File: config.mk
export PLATFORM = sky130hd
export DESIGN_NAME = instruction_fetch_unit
export DESIGN_NICKNAME = d
export VERILOG_FILES = /design/src/rtl/instruction_fetch_unit.sv
export SDC_FILE = /design/constraint.sdc
export NUM_CORES = 2
export LEC_CHECK = 0
export BUFFER_PORTS_ARGS = -buffer_cell sky130_fd_sc_hd__clkbuf_2
export CAP_MARGIN = 25
export CORE_MARGIN = 3
export CORE_UTILIZATION = 45
export CTS_BUF_LIST = sky130_fd_sc_hd__clkbuf_8
export CTS_CLUSTER_SIZE = 10
export DETAILED_ROUTE_END_ITERATION = 7
export PLACE_DENSITY = 0.7
export SYNTH_ARGS = -nofsm -noshare
export SYNTH_HDL_FRONTEND = slang
export SYNTH_SLANG_ARGS = --single-unit
export TNS_END_PERCENT = 1
File: constraint.sdc
create_clock -name Clk -period 3.83 [get_ports Clk]
set_clock_uncertainty 0.2 [all_clocks]
set_input_delay 0.383 -clock Clk [delete_from_list [all_inputs] [get_ports Clk]]
set_output_delay 0.383 -clock Clk [all_outputs]
set_load 0.01 [all_outputs]
File: src/rtl/instruction_fetch_unit.sv
// instruction_fetch_unit: front-end fetch stage.
// Holds the program counter and a word-addressed instruction memory with a
// synchronous load port. The fetched word is registered into the IF/ID
// pipeline register, which feeds the instruction-decode Controller.
// Supports stall (hold everything) and branch/jump redirect (flush + PC load).
module instruction_fetch_unit #(
  parameter int          MEM_DEPTH = 128,
  parameter int          ADDR_W    = 7,
  parameter logic [31:0] RESET_PC  = 32'h00000000
) (
  input  logic              Clk,
  input  logic              Reset,
  input  logic              Stall,
  input  logic              BranchTaken,
  input  logic [31:0]       BranchTarget,
  input  logic              ImemWe,
  input  logic [ADDR_W-1:0] ImemWrAddr,
  input  logic [31:0]       ImemWrData,
  output logic [31:0]       PC,
  output logic [31:0]       IFID_Instruction,
  output logic [31:0]       IFID_PCPlus4,
  output logic              IFID_Valid
);

  // A bubble is the all-zero word, which decodes as a MIPS sll NOP.
  localparam logic [31:0] BUBBLE = 32'h00000000;

  logic [31:0]       instrMem [MEM_DEPTH];
  logic [ADDR_W-1:0] fetchIndex;
  logic [31:0]       fetchWord;
  logic [31:0]       pcPlus4;
  logic [31:0]       redirectPc;
  logic              unusedTargetBits;

  // Only the word-index bits of the PC select a memory word; higher bits
  // simply wrap the fetch around the memory.
  assign fetchIndex = PC[ADDR_W+1:2];
  assign fetchWord  = instrMem[fetchIndex];
  assign pcPlus4    = PC + 32'd4;

  // Redirect targets are forced word-aligned so the PC never leaves alignment.
  assign redirectPc       = {BranchTarget[31:2], 2'b00};
  assign unusedTargetBits = ^BranchTarget[1:0];

  // Instruction memory load port; deliberately independent of Reset so the
  // program can be preloaded while the pipeline is held in reset.
  always_ff @(posedge Clk) begin
    if (ImemWe) begin
      instrMem[ImemWrAddr] <= ImemWrData;
    end
  end

  // PC and IF/ID register update: reset, then redirect, then stall, then fetch.
  always_ff @(posedge Clk) begin
    if (Reset) begin
      PC               <= RESET_PC;
      IFID_Instruction <= BUBBLE;
      IFID_PCPlus4     <= 32'd0;
      IFID_Valid       <= 1'b0;
    end else if (BranchTaken) begin
      PC               <= redirectPc;
      IFID_Instruction <= BUBBLE;
      IFID_PCPlus4     <= 32'd0;
      IFID_Valid       <= 1'b0;
    end else if (Stall) begin
      PC               <= PC;
      IFID_Instruction <= IFID_Instruction;
      IFID_PCPlus4     <= IFID_PCPlus4;
      IFID_Valid       <= IFID_Valid;
    end else begin
      PC               <= pcPlus4;
      IFID_Instruction <= fetchWord;
      IFID_PCPlus4     <= pcPlus4;
      IFID_Valid       <= 1'b1;
    end
  end

endmodule

==> Word-level counts from Yosys, hierarchy flattened <==
Memories as Yosys holds them, arrays and structs flattened. A register that Yosys moved wholly into a read port is not among the register bits.
Cells that the tools add are included.
{ "op_classes": {"n_addsub": 1, "n_mux": 4, "eq_ne": 1, "n_reduce_logical": 2} }
{ "ops": {"columns": ["operator", "count"], "rows": [
  ["$mux W32", 2],
  ["$add A32 B3 Y32 const B", 1],
  ["$mux W1", 2],
  ["$ne A2 B1 Y1 const B", 1],
  ["$reduce_or A2 Y1", 1],
  ["$logic_not A1 Y1", 1]
]} }
{ "totals": {"elab_cells": 13, "mem_bits_rw": 4096, "register_bits": 65, "mem_count": 1, "inputBits": 76, "output_inout_bits": 97} }
{ "mem_list": {"columns": ["memory", "words", "word_bits", "read_ports", "rd_clocked_by_memory_dff", "write_ports", "line_no", "source"], "rows": [
  ["instrMem", 128, 32, 1, 1, 1, "28", "logic [31:0] instrMem [MEM_DEPTH];"]
]} }

==> Logic depth before layout (Yosys ltp) <==
{ "depth": {"depth_word": 3, "depth_mapped": 12, "mapped_depth_nobuf": 7} }

==> Least setup slack after synthesis <==
No wires, ideal clock.
{ "synth_path": {"kind": "input -> register", "startpoint": "input ImemWrAddr[6]", "endpoint": "memory instrMem[80][0] (enable)", "n_path_buf": 0, "required_ns": 3.169, "stages": 3, "setup_time_ns": 0.461, "path_slack_ns": 0.119, "arrival_time_ns": 3.050, "cell_sequence": "nor2b_1 > nand4b_1 > nor3_1"} }
{ "synth_rtl": {"columns": ["item", "line_no", "source"], "rows": [
  ["from (decl)", "17", "input logic [ADDR_W-1:0] ImemWrAddr,"],
  ["to (decl)", "28", null]
]} }
Straight into the memory's write port.

==> flow_metrics.env <==
export IMPL_syn_inst=7447
export IMPL_viasPerCell=6.02
export IMPL_core_sq_um=356000
export IMPL_max_vdd_ir_drop_mv=0.392
export IMPL_cp_arrival_ps=4570
export IMPL_vias=82600
export IMPL_comb_power_share_pct=6.8
export IMPL_async_reset_ff_share_pct=0
export IMPL_register_area_sq_um=125000
export IMPL_relSlewSlack_pct=18.0
export IMPL_ant_nets=0
export IMPL_p_seq_share_pct=56.1
export IMPL_slew_violations=0
export IMPL_clk_latency_ps=1230
export IMPL_synth_area_leader_cell="edfxtp_1"
export IMPL_drt_wl_total_mm=423
export IMPL_antenna_found_initial=23
export IMPL_grt_overflow_total=0
export IMPL_syn_area_per_cell_sq_um=21.6
export IMPL_hold_path_class="input pin to register"
export IMPL_wire_per_inst_um=30.8
export IMPL_max_cap_viol_count=0
export IMPL_numCtsBuffers=635
export IMPL_synthTopCellsByArea="edfxtp_1 76%, mux4_2 12%, mux2i_1 2.5%"
export IMPL_portBuffers=166
export IMPL_cpPeakStageDelay_ps=750
export IMPL_grt_max_degree=104
export IMPL_clockBufferDepth=4
export IMPL_synth_cell_types=63
export IMPL_fin_area_sq_um=185000
export IMPL_die_area_sq_um=365000
export IMPL_power_density_nw_per_um2=488
export IMPL_cts_htree_levels=6
export IMPL_rsz0062_at_grt="no"
export IMPL_cp_cell_sequence="buf_12, buf_12, nor2b_1, buf_4, a22oi_1, a21oi_1, nor4b_2, a211oi_2, buf_4, a211oi_1"
export IMPL_final_layout_size_suffix_gt1_share_pct=29.0
export IMPL_multi_input_area_sq_um=34500
export IMPL_cp_max_fo=27
export IMPL_placed_cell_area_sq_um=172000
export IMPL_io_pins=173
export IMPL_synth_edff_count=4096
export IMPL_drt_initial_drc_count=11400
export IMPL_die_x_um=604
export IMPL_p_leak_nw=57.5
export IMPL_fin_crit_sh_pct=97.9
export IMPL_clkSinkCount=4189
export IMPL_fin_nets=8561
export IMPL_status="completed"
export IMPL_critical_path_startpoint_type="register"
export IMPL_fin_tns_setup_ps=0
export IMPL_fin_crit_ps=3750
export IMPL_intPower_mw=69.3
export IMPL_clk_pin_slew_ps=60
export IMPL_max_freq_ghz=0.267
export IMPL_die_h_um=604
export IMPL_start_util_pct=45.2
export IMPL_critPathKind="register to register"
export IMPL_cts_tree="done"
export IMPL_first_pass_iters=6
export IMPL_max_slew_worst_pin_slew_ps=1230
export IMPL_syn_area_sq_um=161000
export IMPL_netSwitchingPower_mw=20.9
export IMPL_hpwl_mm=248
export IMPL_setup_viol_count_final=0
export IMPL_fill_cells=27000
export IMPL_yosysSeqAreaShare_pct=77.5
export IMPL_grt_pass1_wl_mm=602
export IMPL_r2r_setup_slack_ps=80
export IMPL_root_buffer="clkbuf_8"
export IMPL_area_growth_syn_to_layout_pct=14.8
export IMPL_hold_viol_final=0
export IMPL_place_congestion=0.879
export IMPL_rows=219
export IMPL_ys_ff_latch=4189
export IMPL_yosys_area_top_type_share_pct=76.3
export IMPL_first_global_vias=82600
export IMPL_ys_flop_type="edfxtp_1"
export IMPL_cp_slowest_cell="nor2b_1"
export IMPL_ys_warn_count=0
export IMPL_drcViolationCount=0
export IMPL_netSwitchingFraction_pct=23.2
export IMPL_required_ps=4650
export IMPL_endpoint_kind="register"
export IMPL_grt_use_total_pct=22.9
export IMPL_pwr_share_clk_pct=37.1
## path summary, 6_finish.rpt
path,startpoint,endpoint,cells past startpoint
worst min-delay path,ImemWrData[27],instrMem[57][27]$_DFFE_PP_,2
worst max-delay path,PC[2]$_SDFFE_PP0P_,IFID_Instruction[8]$_SDFFE_PP0N_,10
worst max register to register,PC[2]$_SDFFE_PP0P_,IFID_Instruction[8]$_SDFFE_PP0N_,10
worst min register to register,IFID_PCPlus4[11]$_SDFFE_PP0N_,IFID_PCPlus4[11]$_SDFFE_PP0N_,2
## timing repair
item	CTS	global route
hold endpoints to repair	5054	16
gates resized for setup	0	1
hold buffers	149	1
setup endpoints to repair	0	9
buffers inserted	0	5
## per-layer routing
metal	share of wire, %	routed length (um)	vias to the layer above	GRT usage [%]
met5	0.0066	28	-	0
met4	4.9	20800	4	10.3
met1	38	159000	43200	31.8
met3	11	48200	837	5.41
met2	46	195000	5020	34.8
li1	-	-	33600	-
## flip-flops by register name (all words and copies together) (netlist names)
signal            cells
instrMem           4096
IFID_Instruction     32
IFID_PCPlus4         30
PC                   30
IFID_Valid            1
## power by group through the flow
stage                     combinational, mW  sequential, mW  clock [mW]
after detailed placement               5.90            51.6           0
after global routing                   6.41            50.6        36.1
after CTS                              6.05            50.7        34.0
after global placement                 5.79            51.6           0
final                                  6.15            50.6        33.4
after floorplan                        3.15            51.6           0
## Yosys cell counts, drive strengths merged, types with 7 or more instances
| library cell | number |
|---|---|
| dfxtp | 93 |
| edfxtp | 4096 |
| nand2b | 71 |
| a31oi | 34 |
| xnor2 | 31 |
| and2 | 8 |
| a221oi | 79 |
| o221ai | 10 |
| o21ai | 94 |
| nand3 | 52 |
| clkbuf | 160 |
| nor4b | 10 |
| a21oi | 60 |
| o22ai | 109 |
| nor4 | 37 |
| a22oi | 134 |
| mux2i | 398 |
| nor2b | 23 |
| nor2 | 260 |
| nor3 | 36 |
| xor2 | 17 |
| a22o | 44 |
| nand4 | 16 |
| a211oi | 100 |
| inv | 7 |
| nand2 | 163 |
| and3 | 35 |
| buf | 289 |
| mux4 | 888 |
| a311oi | 31 |
| o221a | 31 |
## kinds of logic (layout without fill, tap and decap cells)
| family | after synthesis | in the layout | synth area share (%) |
|---|---|---|---|
| AO/OA/AOI/OAI | 728 | 728 | 3.39 |
| adder cells (fa/ha/maj) | 1 | 1 | 0.00776 |
| multiplexers | 1288 | 1288 | 14.9 |
| other | 1 | 18 | 0.00233 |
| AND/OR/NAND/NOR | 735 | 735 | 2.22 |
| flip-flops | 4189 | 4189 | 77.5 |
| buffers and inverters | 457 | 1965 | 1.73 |
| XOR/XNOR | 48 | 48 | 0.261 |
## cells in the final DEF (no fill, tap or decap), types with 35 or more instances in the layout
cell,n
nor2_4,123
a22oi_1,115
nand2b_1,71
buf_4,419
mux2i_1,398
clkbuf_2,134
o22ai_1,109
edfxtp_1,4096
and3_1,35
dfxtp_1,86
clkinv_1,145
mux4_2,886
a21oi_1,60
nand2_1,160
o21ai_0,68
clkbuf_8,655
clkinv_2,50
a22o_1,44
nor2_1,128
nand3_1,47
a221oi_1,58
buf_12,132
inv_1,211
a211oi_1,93
dlygate4sd3_1,150
nor4_1,35
## critical path, delay by kind of cell (launching register included)
kind | cells | cell delay, ps
flops | 1 | 370
simple gates | 2 | 920
buf+inv | 4 | 960
compound gates | 4 | 1100
## final cells by class
class / count / area share [%]
antenna: 14 / 0.0189
clock buffer: 655 / 4.88
clock inverter: 456 / 1.27
inverter: 8 / 0.0162
multi-input combinational: 2804 / 18.7
sequential: 4189 / 67.5
tap: 4751 / 3.21
timing repair buffer: 846 / 4.39
## stage by stage
step                hold WS [ps]  instances  utilization [%]  worst slack, ps  power [mW]
floorplan                    262       7450                -              119        54.7
global placement             243      12400             48.2             60.6        57.4
detailed placement           258      12400             48.2             49.8        57.5
CTS                        0.294      13700             51.8             27.8        90.7
global route                18.1      13700             51.9             24.5        93.1
finish                      66.8      13700             51.9             80.3        90.2
No activity file was read; power rests on OpenSTA's default activity.
